File: config.mk
export PLATFORM = sky130hd
export DESIGN_NAME = pe_seq_ctrl
export DESIGN_NICKNAME = d
export VERILOG_FILES = /design/src/rtl/pe_seq_ctrl.sv
export SDC_FILE = /design/constraint.sdc
export NUM_CORES = 1
export LEC_CHECK = 0
export CAP_MARGIN = 30
export CORE_ASPECT_RATIO = 1.25
export CORE_MARGIN = 8
export CORE_UTILIZATION = 56
export DETAILED_ROUTE_END_ITERATION = 8
export GPL_TIMING_DRIVEN = 0
export PLACE_DENSITY = 0.91
export SYNTH_ARGS = -nofsm -noshare
export SYNTH_HDL_FRONTEND = slang
export SYNTH_SLANG_ARGS = --single-unit
File: constraint.sdc
create_clock -name clk -period 4.4 [get_ports clk]
set_input_delay 0.88 -clock clk [delete_from_list [all_inputs] [get_ports clk]]
set_output_delay 0.88 -clock clk [all_outputs]
set_load 0.05 [all_outputs]
File: src/rtl/pe_seq_ctrl.sv
// Job sequencer for one PE: clear psum, stream len feature/weight reads, capture the ReLU result.
// Optional `define PE_SEQ_ABORT_EN adds an abort input that returns any active job to IDLE.
module pe_seq_ctrl #(
   parameter int unsigned LEN_W  = 8,
   parameter int unsigned ADDR_W = 8
) (
   input  logic              clk,
   input  logic              reset_n,
   input  logic              start,
`ifdef PE_SEQ_ABORT_EN
   input  logic              abort,
`endif
   input  logic [LEN_W-1:0]  cfg_len,
   input  logic [ADDR_W-1:0] cfg_fbase,
   input  logic [ADDR_W-1:0] cfg_wbase,
   output logic              busy,
   output logic              rd_en,
   output logic [ADDR_W-1:0] f_addr,
   output logic [ADDR_W-1:0] w_addr,
   output logic              pe_enable,
   output logic              pe_clear,
   input  logic [7:0]        pe_out,
   output logic [7:0]        result,
   output logic              result_valid,
   input  logic              result_ready,
   output logic              done
);

   typedef enum logic [2:0] {StIdle, StClear, StRun, StDrain, StCapt, StOut} state_e;

   state_e            state_q, state_d;
   logic [LEN_W-1:0]  idx_q, idx_d;
   logic [LEN_W-1:0]  len_q, len_d;
   logic [ADDR_W-1:0] fbase_q, fbase_d;
   logic [ADDR_W-1:0] wbase_q, wbase_d;
   logic              busy_q, busy_d;
   logic              rd_en_q, rd_en_d;
   logic [ADDR_W-1:0] f_addr_q, f_addr_d;
   logic [ADDR_W-1:0] w_addr_q, w_addr_d;
   logic              pe_enable_q, pe_enable_d;
   logic              pe_clear_q, pe_clear_d;
   logic [7:0]        result_q, result_d;
   logic              result_valid_q, result_valid_d;
   logic              done_q, done_d;

   always_comb begin
      state_d        = state_q;
      idx_d          = idx_q;
      len_d          = len_q;
      fbase_d        = fbase_q;
      wbase_d        = wbase_q;
      rd_en_d        = 1'b0;
      f_addr_d       = f_addr_q;
      w_addr_d       = w_addr_q;
      // Enable trails the read strobe by one cycle to line up with buffer data.
      pe_enable_d    = rd_en_q;
      pe_clear_d     = 1'b0;
      result_d       = result_q;
      result_valid_d = 1'b0;
      done_d         = 1'b0;

      unique case (state_q)
         StIdle: begin
            if (start) begin
               len_d      = cfg_len;
               fbase_d    = cfg_fbase;
               wbase_d    = cfg_wbase;
               idx_d      = '0;
               pe_clear_d = 1'b1;
               state_d    = StClear;
            end
         end
         StClear: begin
            if (len_q != '0) begin
               rd_en_d  = 1'b1;
               f_addr_d = fbase_q + ADDR_W'(idx_q);
               w_addr_d = wbase_q + ADDR_W'(idx_q);
               idx_d    = idx_q + LEN_W'(1);
               state_d  = StRun;
            end else begin
               state_d = StCapt;
            end
         end
         StRun: begin
            // idx_q counts reads already issued.
            if (idx_q == len_q) begin
               state_d = StDrain;
            end else begin
               rd_en_d  = 1'b1;
               f_addr_d = fbase_q + ADDR_W'(idx_q);
               w_addr_d = wbase_q + ADDR_W'(idx_q);
               idx_d    = idx_q + LEN_W'(1);
            end
         end
         StDrain: begin
            state_d = StCapt;
         end
         StCapt: begin
            result_d       = pe_out;
            result_valid_d = 1'b1;
            state_d        = StOut;
         end
         StOut: begin
            if (result_ready) begin
               done_d  = 1'b1;
               state_d = StIdle;
            end else begin
               result_valid_d = 1'b1;
            end
         end
         default: begin
            state_d = StIdle;
         end
      endcase

`ifdef PE_SEQ_ABORT_EN
      if (abort && (state_q != StIdle)) begin
         state_d        = StIdle;
         rd_en_d        = 1'b0;
         pe_enable_d    = 1'b0;
         pe_clear_d     = 1'b0;
         result_valid_d = 1'b0;
         done_d         = 1'b0;
      end
`endif

      busy_d = (state_d != StIdle);
   end

   always_ff @(posedge clk or negedge reset_n) begin
      if (!reset_n) begin
         state_q        <= StIdle;
         idx_q          <= '0;
         len_q          <= '0;
         fbase_q        <= '0;
         wbase_q        <= '0;
         busy_q         <= 1'b0;
         rd_en_q        <= 1'b0;
         f_addr_q       <= '0;
         w_addr_q       <= '0;
         pe_enable_q    <= 1'b0;
         pe_clear_q     <= 1'b0;
         result_q       <= '0;
         result_valid_q <= 1'b0;
         done_q         <= 1'b0;
      end else begin
         state_q        <= state_d;
         idx_q          <= idx_d;
         len_q          <= len_d;
         fbase_q        <= fbase_d;
         wbase_q        <= wbase_d;
         busy_q         <= busy_d;
         rd_en_q        <= rd_en_d;
         f_addr_q       <= f_addr_d;
         w_addr_q       <= w_addr_d;
         pe_enable_q    <= pe_enable_d;
         pe_clear_q     <= pe_clear_d;
         result_q       <= result_d;
         result_valid_q <= result_valid_d;
         done_q         <= done_d;
      end
   end

   assign busy         = busy_q;
   assign rd_en        = rd_en_q;
   assign f_addr       = f_addr_q;
   assign w_addr       = w_addr_q;
   assign pe_enable    = pe_enable_q;
   assign pe_clear     = pe_clear_q;
   assign result       = result_q;
   assign result_valid = result_valid_q;
   assign done         = done_q;

endmodule

Word-level counts from Yosys, hierarchy flattened

Cells that the tools add are included.

$add $sub $neg: 3
Equal/unequal tests: 9
Mux-type cells: 24
Reduce and logical (&&, ||, !) cells: 8

Operators with widths:

| operator            | count |
|---|---|
| $mux 8              | 7 |
| $pmux 8 s2          | 2 |
| $pmux 8 s3          | 1 |
| $pmux 3 s6          | 1 |
| $add 8x8->8         | 2 |
| $mux 3              | 4 |
| $add 8x1->8 const B | 1 |
| $eq 8x8->1          | 1 |
| $reduce_bool 8->1   | 1 |
| $mux 1              | 7 |
| $eq 3x2->1 const B  | 2 |
| $eq 3x3->1 const B  | 2 |
| $ne 2x2->1 const B  | 3 |
| $reduce_bool 3->1   | 2 |
| $pmux 1 s2          | 2 |
| $reduce_and 4->1    | 1 |
| $eq 3x1->1 const B  | 1 |
| $logic_not 3->1     | 1 |
| $reduce_and 3->1    | 1 |
| $reduce_and 2->1    | 1 |
| $reduce_bool 2->1   | 1 |

Register bits: 65
Bits of input ports: 36
Output and inout port bits: 30
Word-level logic and storage cells: 58

Depth between registers and ports, before layout

Depth after elaboration: 4
Gate-level depth with buffers: 8
Depth with buffers taken out: 8

Worst setup path after synthesis

No wires, ideal clock.

Path kind: register to register
From: reg idx_q[0]
To: reg w_addr_q[6] (netlist: w_addr[6])
Setup time: 125 ps
Data arrival time: 1783 ps
Data required time: 4275 ps
Setup slack: 2492 ps
Cell stages (with the launch flop): 9
Path buffers: 0
Clock period less this slack: 1908 ps
Cells stage by stage: dfrtp_1 > ha_1 > inv_1 > fa_1 > nor2b_1 > o21a_1 > o21a_1 > o311ai_0 > mux2_2

Cells in the longest elaborated chain, start to end: 3
Elaborated cells on any way between the ends: 7
Classes of those cells: add/sub: 1; eq/ne: 2; mux: 3; reduce/logical: 1

RTL lines:

| item                                           | line       | source |
|---|---|---|
| from (decl)                                    | 32         | `logic [LEN_W-1:0] idx_q, idx_d;` |
| from (signal assigned)                         | 148        | `idx_q <= idx_d;` |
| $add 8x8->8 or $eq 8x8->1 (tied branches)      | 77, 91, 86 |  |
| $mux 8, or another cell as far along           | 86         | `if (idx_q == len_q) begin` |
| $pmux 8 s2 or $reduce_and 3->1 (tied branches) | --         |  |
| to (signal assigned)                           | 155        | `w_addr_q <= w_addr_d;` |
| to (decl)                                      | 39         | `logic [ADDR_W-1:0] w_addr_q, w_addr_d;` |

Parallel ways exist; a longest one is shown, timed or not. The select of a mux whose other input is x is not followed.
A chain may end at the register's enable or synchronous reset.

Final worst setup path

From: reg f_addr_q[3] (netlist: f_addr[3])
To: out f_addr[3]

RTL lines:

| item                   | line | source |
|---|---|---|
| from (decl)            | 38   | `logic [ADDR_W-1:0] f_addr_q, f_addr_d;` |
| from (signal assigned) | 154  | `f_addr_q <= f_addr_d;` |
| to (decl)              | 18   | `output logic [ADDR_W-1:0] f_addr,` |

No word-level cell between the ends.

==> impl_metrics.toml <==
[yosys]
synth_cell_count_leaders = "sky130_fd_sc_hd__nand2_1, sky130_fd_sc_hd__dfrtp_1, sky130_fd_sc_hd__mux2_2, sky130_fd_sc_hd__inv_1, sky130_fd_sc_hd__ha_1"
synth_fp_nets = 374
ys_ff_latch = 65
synth-adder-area-share_pct = 6.86
main_flop_type_after_synthesis = "sky130_fd_sc_hd__dfrtp_1"
synth_compound_gate_area_share_pct = 9.92
synth.cell_area_sq_mm = 0.00332
synth_xor_area_share_pct = 4.75
synth.top_cell.area_share_pct = 49.0
synth_edf_count = 0
synthTopCellsByArea = "sky130_fd_sc_hd__dfrtp_1, sky130_fd_sc_hd__nand2_1, sky130_fd_sc_hd__mux2_2, sky130_fd_sc_hd__ha_1, sky130_fd_sc_hd__xor2_1"
synth_largest_area_cell = "sky130_fd_sc_hd__dfrtp_1"
synthCells = 321
syn_avg_cell_area_sq_um = 10.3
synth_top_family_by_area = "simple AND/OR/NAND/NOR gates"
ys_types = 41
synth.mux.area_fraction_pct = 9.58
synth-seq-area-share_pct = 49.0
synth-simple-area-share_pct = 16.6
yosys.cell_count.top_type = "sky130_fd_sc_hd__nand2_1"
synth-warning-count = 0
async_set_or_reset_register_ratio_after_synthesis_pct = 100

[clock_network]
ctsHoldBuffers = 0
post_cts.resized_instances = 0
cts.clk_slew.worst_paths_ps = 70
htree_num_levels = 3
cts.repair_timing.setup_buffer_count = 0
cts_tree = "built"
cts_root_buffer = "sky130_fd_sc_hd__clkbuf_8"
tritoncts_sink_count = 65
maximum_clock_insertion_buffer_count = 2
cts_made_buffers = 9
clock_latency_ps = 340

[run_status]
run_status = "complete, no violations"

[detailed_routing]
routedWlPerCell_microns = 16.7
drt_iter0_drc = 148
firstDrtPassIters = 5
drt_drc_violations_left = 0
ant_nets = 0
num_vias = 2667
vias_per_cell = 5.70
routed_wirelength_microns = 7820

[timing]
timing.setup.tns_ps = 0
timing.fmax_ghz = 0.417
final.setup_skew_ps = 7.83
rsz0062_at_grt = "no"
worst_slew_pin_slew_ps = 769
setup_viol_count_final = 0
slew_viol_final = 0
hold_violations = 0
timing.slew.headroom_pct = 48.7
min_period_ps = 2400
post-route-period-util_pct = 54.5

[worst_setup_path]
slowest_stage = "sky130_fd_sc_hd__clkdlybuf4s50_1"
critPathKind = "reg2out"
critical_path.endpoint_type = "primary output"
reg2reg_setup_slack_ps = 2190
worstSetupStartpointType = "register"
critical_path_required_ps = 3520
worst-endpoint-arrival_ps = 1520
timing.critical_path.buf_inv = 1
path_delay_family = "buffers and inverters"
highest_fanout_seen_on_the_critical_path = 2
worstPathCellList = "clkdlybuf4s50_1"
worst_path_max_stage_delay_ps = 820

[floorplanning]
io-pin-count = 66
die_w_microns = 84.9
die_h_microns = 102
die_area_sq_mm = 0.00866
core_region_area_sq_mm = 0.00578
floorplan.initialDensity_pct = 57.4
core.rowCount = 31

[final_layout]
synthToLayoutAreaGrowth_pct = 27.3
post_route_cells_drive_above_1_share_pct = 10.9
diodes_inserted = 0
final_design_area_no_fill_sq_mm = 0.00422
design.final.nets = 451

[hold_path]
worstHoldPathType = "reg2reg"

[place]
placement.cell_area_sq_mm = 0.00407
globalplace.congestion = 0.865
place.detailed.hpwl_microns = 5760
placement.io_buffers = 65

[global_route]
grt_usage_pct = 19.6
first_pass_grt_wire_length_microns = 13200
first_global_vias = 2803
grt_start_max_net_pins = 35
number_of_antenna_violations_at_the_first_check_in_global_routing = 0
globalRouteOverflowTotal = 0

[power]
static-leakage-power_nw = 1.98
powerDensity_mw_per_mm2 = 804
ir_worst_vdd_mv = 0.508

[flow_run]
cap_viol_max_count = 0
-- final cells by class --
type	count	area (sq um)
sequential	65	1630
multi-input combinational	231	1580
fill	402	1560
timing repair buffer	66	666
clock buffer	15	156
tap	66	82.6
inverter	16	60.1
buffer	9	48.8
-- layout by cell type (no fill, tap or decap), types with 5 or more instances in the layout --
cell and count:
sky130_fd_sc_hd__nor3_1 5, sky130_fd_sc_hd__ha_1 15, sky130_fd_sc_hd__inv_1 16, sky130_fd_sc_hd__clkbuf_1 10, sky130_fd_sc_hd__clkdlybuf4s50_1 64, sky130_fd_sc_hd__a21oi_1 10, sky130_fd_sc_hd__xor2_1 12, sky130_fd_sc_hd__nand2_1 82
sky130_fd_sc_hd__nand3_1 8, sky130_fd_sc_hd__mux2_2 18, sky130_fd_sc_hd__mux2_4 5, sky130_fd_sc_hd__nor2_1 10, sky130_fd_sc_hd__clkbuf_8 10, sky130_fd_sc_hd__xnor2_1 6, sky130_fd_sc_hd__dfrtp_1 65
-- path summary, 6_finish.rpt --
kind                           start         end  depth (start not counted)
hold reg to reg                rd_en   pe_enable                          0
max in group asynchronous    reset_n  state_q[2]                          2
setup / recovery           f_addr[3]   f_addr[3]                          1
hold / removal                 rd_en   pe_enable                          0
setup reg to reg            idx_q[1]   f_addr[7]                          6
min in group asynchronous    reset_n   w_addr[5]                          1
-- cells by family after synthesis --
logic type | after synthesis
buffers and inverters | 25
AND/OR/NAND/NOR | 125
AO/OA/AOI/OAI | 44
flip-flops | 65
adder cells (fa/ha/maj) | 17
multiplexers | 27
XOR/XNOR | 18
-- registers in the layout (all words and copies together), names as in the netlist --
signal        flops
result            8
idx_q             8
result_valid      1
pe_enable         1
busy              1
f_addr            8
wbase_q           8
pe_clear          1
fbase_q           8
rd_en             1
state_q           3
w_addr            8
len_q             8
done              1
-- layer usage --
layer,share of wire (%),track usage (%),vias up,wire [microns]
met5,0,0,-,0
met4,2.0,9.48,0,153
met3,5.3,4.59,15,416
met2,53,35.5,97,4130
li1,-,-,1261,-
met1,40,21.2,1294,3120
-- stage by stage --
stage               power, mW  utilization [%]  cells  worst slack, ps  hold WS (ps)
finish                   3.39             73.1    468             2000           375
global route             3.61             73.1    468             1960           388
CTS                      3.42             73.1    468             1980           376
detailed placement       2.98             70.4    453             1810           361
global placement         2.89             70.1    452              420           358
floorplan                2.41                -    321             2490           450
-- report_power, final --
part           total, mW  internal, mW  switching (mW)
clock network      0.425         0.218           0.207
registers           1.06         0.868           0.187
logic               1.91         0.783            1.13
Power figures use the tool's default switching activity.
==> edit 1 (same flow settings) <==
The 6 states of `state_e` get a one-hot encoding in 6 bits.
--- a/src/rtl/pe_seq_ctrl.sv
+++ b/src/rtl/pe_seq_ctrl.sv
@@ -28,3 +28,3 @@
 
-   typedef enum logic [2:0] {StIdle, StClear, StRun, StDrain, StCapt, StOut} state_e;
+   typedef enum logic [5:0] {StIdle = 6'b000001, StClear = 6'b000010, StRun = 6'b000100, StDrain = 6'b001000, StCapt = 6'b010000, StOut = 6'b100000} state_e;
 
Check against the original RTL: same outputs for any inputs over 10 cycles, from zero or initial values and one cycle with reset_n low; not proved beyond that.
==> edit 1 against the unedited design <==
- non-clock buffer count shrank 1
- register-to-register slack lost 0.11 ns
- total power down 7.2%
- synthesized cell count increased by 4.4%
- area after synthesis grew 3.4%
- wire length up 4.2%
- sequential cell count grew 3
- worst setup slack got worse by 0.013 ns
- final area up 3.9%
==> edit 1: results (changes against the unedited design) <==
Parameter                              Value

Cells and area
  Number of inserted diodes    0 (unchanged)
  Final net count    464 (+2.9%)
  Fill cell total of the finished layout    408 (+1.5%)
  Fraction of final layout cells sized beyond drive strength 1    7.45% (-3.5 points)

Clock tree
  CTS H-Tree Depth    3 (unchanged)
  Clock network latency to the later pin of the worst-skew pair    ~0.35 ns
  Number of resized instances in the post-cts repair step    0 (unchanged)
  Setup Fix Bufs, Post-CTS    0 (unchanged)
  CTS Buf Count    9 (unchanged)
  Longest Clk Path Bufs    2 (unchanged)

Hold path
  Type of the worst min-delay path    reg2reg

GRT
  Number of global-route vias before repair    2939 (+4.9%)
  Initial antenna violation count    0 (unchanged)
  Pin count of the biggest net entering global routing    69 (+97%)
  Global-route wire length before repair    13.8 mm (+4.6%)
  Global router's overall resource usage    19.5% (-0.18 points)

Run
  Number of max-cap violations    0 (unchanged)

Worst setup path
  Top fanout value on the critical path    2 (unchanged)
  Setup slack, reg-to-reg    2.08 ns (-0.11 ns)
  Critical path data arrival time    1.53 ns
  Crit-path leading delay family    buffers and inverters

Logic synthesis
  Post-Synthesis Net Count    388 (+3.7%)
  Most used flip-flop cell after synthesis    dfrtp_1
  Count of unique library cells instantiated by Yosys    43 (+4.9%)
  Biggest area contributors in the synthesized netlist    dfrtp_1, nand2_1, ha_1
  Yosys warnings    0 (unchanged)
  Leading cell type by number of instances after synthesis    nand2_1
  Commonest cells post-synth    nand2_1, dfrtp_1, inv_1, ha_1, nor2_1
  Sequential-to-total area share from yosys stat    49.6% (+0.60 points)

STA
  Worst clock skew    0.00807 ns (+0.000237 ns)
  Actual transition at the worst max-transition pin    0.846 ns (+0.0764 ns)
  Hold Worst Slack    0.381 ns (+0.00551 ns)

Power and ir drop
  Maximum resistive drop on vdd    0.455 mV (-10%)
  Leakage power summed over all cells    0.00201 uW (+1.4%)

Placed design
  Placed wire-length estimate    5.67 mm (-1.6%)
  PortBufs    65 (unchanged)
  Routability-driven placement congestion ratio    0.870 (+0.58%)

Routing
  Overall via count from detail_route    2788 (+4.5%)
  Drt total wl    8.15 mm (+4.2%)
  DRC violation total after the first TritonRoute iteration    187 (+26%)

Outcome
  Status    completed
[edit 1: changes by cell type after synthesis, moves of 4 or more]
cell and delta:
nand2_1 -8, xor2_1 -8, nor2b_1 +4, mux2_2 -10
o21a_1 +4, nor2_1 +5, mux2_4 -5, xnor2_1 +8
mux2_1 +13
[edit 1: where the power goes]
group          total [uW]  switching [uW]  internal, uW
registers            1050             183           869
logic                1580             970           612
clock network         515             252           263
total                3150            1410          1740
[edit 1: path summary, 6_finish.rpt]
kind,start,endpoint,cells past startpoint
worst max register to register,idx_q[0]$_DFFE_PN0P_,f_addr[6]$_DFFE_PN0P_,8
max in group asynchronous,reset_n,w_addr[6]$_DFFE_PN0P_,1
worst min-delay path,rd_en$_DFF_PN0_,pe_enable$_DFF_PN0_,0
worst min register to register,rd_en$_DFF_PN0_,pe_enable$_DFF_PN0_,0
worst max-delay path,w_addr[4]$_DFFE_PN0P_,w_addr[4],1
min in group asynchronous,reset_n,pe_enable$_DFF_PN0_,1
[edit 1: kinds of logic (layout without fill, tap and decap cells)]
group,Yosys count,in the layout,share of synthesized area [%]
simple gates,134,134,18.4
flops,68,68,49.6
compound gates,46,46,9.63
buf+inv,28,109,3.35
mux,24,24,7.77
xor+xnor,18,18,4.59
fa+ha+maj,17,17,6.64
[edit 1: cell type report]
class                   instances  area (um^2)  area share (%)
flip-flops and latches         68         1700            38.8
multi-input cells             239         1610            36.8
repair buffers                 65          648            14.8
clock buffers                   9          124            2.82
well taps                      85          106            2.42
clock inverters                 7         77.6            1.77
inverters                      19         71.3            1.63
plain buffers                   9         43.8           0.998
[edit 1: metal layers]
layer	vias to the layer above	share of wire, %	GRT usage, %
li1	1312	-	-
met1	1365	40	22.5
met2	101	52	32.7
met3	10	5.9	4.35
met4	0	1.8	9.67
met5	-	0	0
[edit 1: metrics by stage]
| stage | cells | utilization (%) | setup slack (ns) | power [uW] | instance area, um^2 |
|---|---|---|---|---|---|
| finish | 501 | 72.6 | 1.99 | 3150 | 4390 |
| CTS | 501 | 72.6 | 1.97 | 3160 | 4390 |
| floorplan | 335 | - | 2.35 | 2130 | 3430 |
| detailed placement | 485 | 69.2 | 1.76 | 2620 | 4190 |
| global route | 501 | 72.6 | 1.94 | 3350 | 4390 |
| global placement | 485 | 69.3 | 0.317 | 2560 | 4190 |
==> edit 2 (same flow settings) <==
Made on the original files. The parameter `LEN_W` goes from 8 to 16.
--- a/src/rtl/pe_seq_ctrl.sv
+++ b/src/rtl/pe_seq_ctrl.sv
@@ -3,3 +3,3 @@
 module pe_seq_ctrl #(
-   parameter int unsigned LEN_W  = 8,
+   parameter int unsigned LEN_W  = 16,
    parameter int unsigned ADDR_W = 8
Interface: changed (resized cfg_len); port bits go from 66 to 74. No check against the original RTL was run, so the function may have changed too.
==> edit 2 against the unedited design <==
- clock skew rose by 0.0024 ns
- wire length grew 21%
- clock power up 32%
- worst setup slack lost 0.17 ns
- sequential cell count rose by 16
- area after synthesis rose by 21%
- total power grew 14%
- sequential power up 22%
- final area is 20% higher
- register-to-register slack got worse by 0.05 ns
- critical path type is now in2reg
- critical endpoint is now idx_q[2]$_DFFE_PN0P_
==> edit 2: results (changes against the unedited design) <==
Parameter                              Value

Cells and area
  Sequential fraction of total cell area    40.1% (+1.6 points)
  Footprint of the multi-input gates    1830 um^2 (+15%)
  Number of multi-input combinational cells    308 (+33%)
  Inverters excl. clock    18 (+2)
  Num sequential    81 (+25%)
  Proportion of final cell area spent on non-clock buffers    16.3% (-0.59 points)
  Final net count    567 (+26%)
  Fill cell total of the finished layout    495 (+23%)
  Clock tree buffer count of the final layout    10 (-5)
  Fraction of final layout cells sized beyond drive strength 1    7.86% (-3.1 points)

Placed design
  Routability-driven placement congestion ratio    0.883 (+2.1%)
  Placed wire-length estimate    7.29 mm (+27%)
  PortBufs    73 (+12%)
  Placed standard-cell area    4860 um^2 (+20%)

Worst setup path
  Top fanout value on the critical path    10 (+8)
  Largest stage delay, worst path    0.50 ns (-0.32 ns)
  Worst reg2reg startpoint    idx_q[0]$_DFFE_PN0P_
  Critical path data arrival time    2.79 ns (+1.27 ns)
  First element of the critical path    start
  End of the worst register-to-register path    f_addr[6]$_DFFE_PN0P_

Floorplan
  Area of the die    10100 um^2 (+17%)

Routing
  DRC violation total after the first TritonRoute iteration    124 (-16%)
  Post-DR wirelength/cell    15.8 um (-5.2%)
  Drt total wl    9.48 mm (+21%)

Outcome
  Status    completed

Logic synthesis
  Biggest area contributors in the synthesized netlist    dfrtp_1, nand2_1, xor2_1
  Commonest cells post-synth    nand2_1, dfrtp_1, a21oi_1, nor2_1, xor2_1
  Area fraction in compound gates after synthesis    10.5% (+0.56 points)
  Fraction of synthesized area in multiplexers    2.82% (-6.8 points)
  XOR/XNOR Fraction of Synth Area    6.57% (+1.8 points)
  Sequential-to-total area share from yosys stat    50.7% (+1.7 points)
  Count of unique library cells instantiated by Yosys    42 (+2.4%)

STA
  Final worst-path cycle share    58.4% (+3.8 points)

GRT
  Pin count of the biggest net entering global routing    47 (+34%)
  Global router's overall resource usage    19.5% (-0.17 points)
  Number of global-route vias before repair    3364 (+20%)

Power and ir drop
  Leakage power summed over all cells    0.00236 uW (+19%)
  Cell-internal power    2120 uW (+13%)

Clock tree
  Clock network latency to the later pin of the worst-skew pair    0.36 ns (+0.02 ns)
-- edit 2: changes by cell type after synthesis, sizes merged, moves of 6 or more --
cell | unedited run | this run
nor2 | 10 | 24
mux2 | 23 | 10
nand4 | 0 | 6
a21oi | 11 | 28
or4 | 6 | 0
dfrtp | 65 | 81
or3 | 1 | 14
nand2 | 82 | 108
o21ai | 4 | 24
xor2 | 12 | 24
-- edit 2: worst register-to-register path: cells and delay by family (launching register included) --
family | cells | cell delay (ns)
and+or+nand+nor | 2 | 0.39
AOI/OAI and AO/OA | 4 | 0.76
buffers and inverters | 1 | 0.07
adders and majority gates | 2 | 0.47
DFF | 1 | 0.47
-- edit 2: layer usage --
layer,vias to the layer above,share of wire (%),global-route usage [%]
met5,-,0,0
met4,0,2.6,9.64
met3,25,5.6,4.61
met2,105,50,31.9
met1,1554,42,23.2
li1,1588,-,-
-- edit 2: cell families after synthesis --
| family | Yosys count |
|---|---|
| simple gates | 182 |
| mux | 10 |
| compound gates | 69 |
| xor+xnor | 30 |
| buf+inv | 32 |
| flops | 81 |
| fa+ha+maj | 17 |
-- edit 2: worst min-delay path by stage --
stage | from | end | slack (ns)
floorplan | fbase_q[0]$_DFFE_PN0P_ | fbase_q[0]$_DFFE_PN0P_ | 0.45
global placement | rd_en$_DFF_PN0_ | pe_enable$_DFF_PN0_ | 0.36
detailed placement | rd_en$_DFF_PN0_ | pe_enable$_DFF_PN0_ | 0.38
CTS | rd_en$_DFF_PN0_ | pe_enable$_DFF_PN0_ | 0.40
global route | rd_en$_DFF_PN0_ | pe_enable$_DFF_PN0_ | 0.42
finish | rd_en$_DFF_PN0_ | pe_enable$_DFF_PN0_ | 0.40
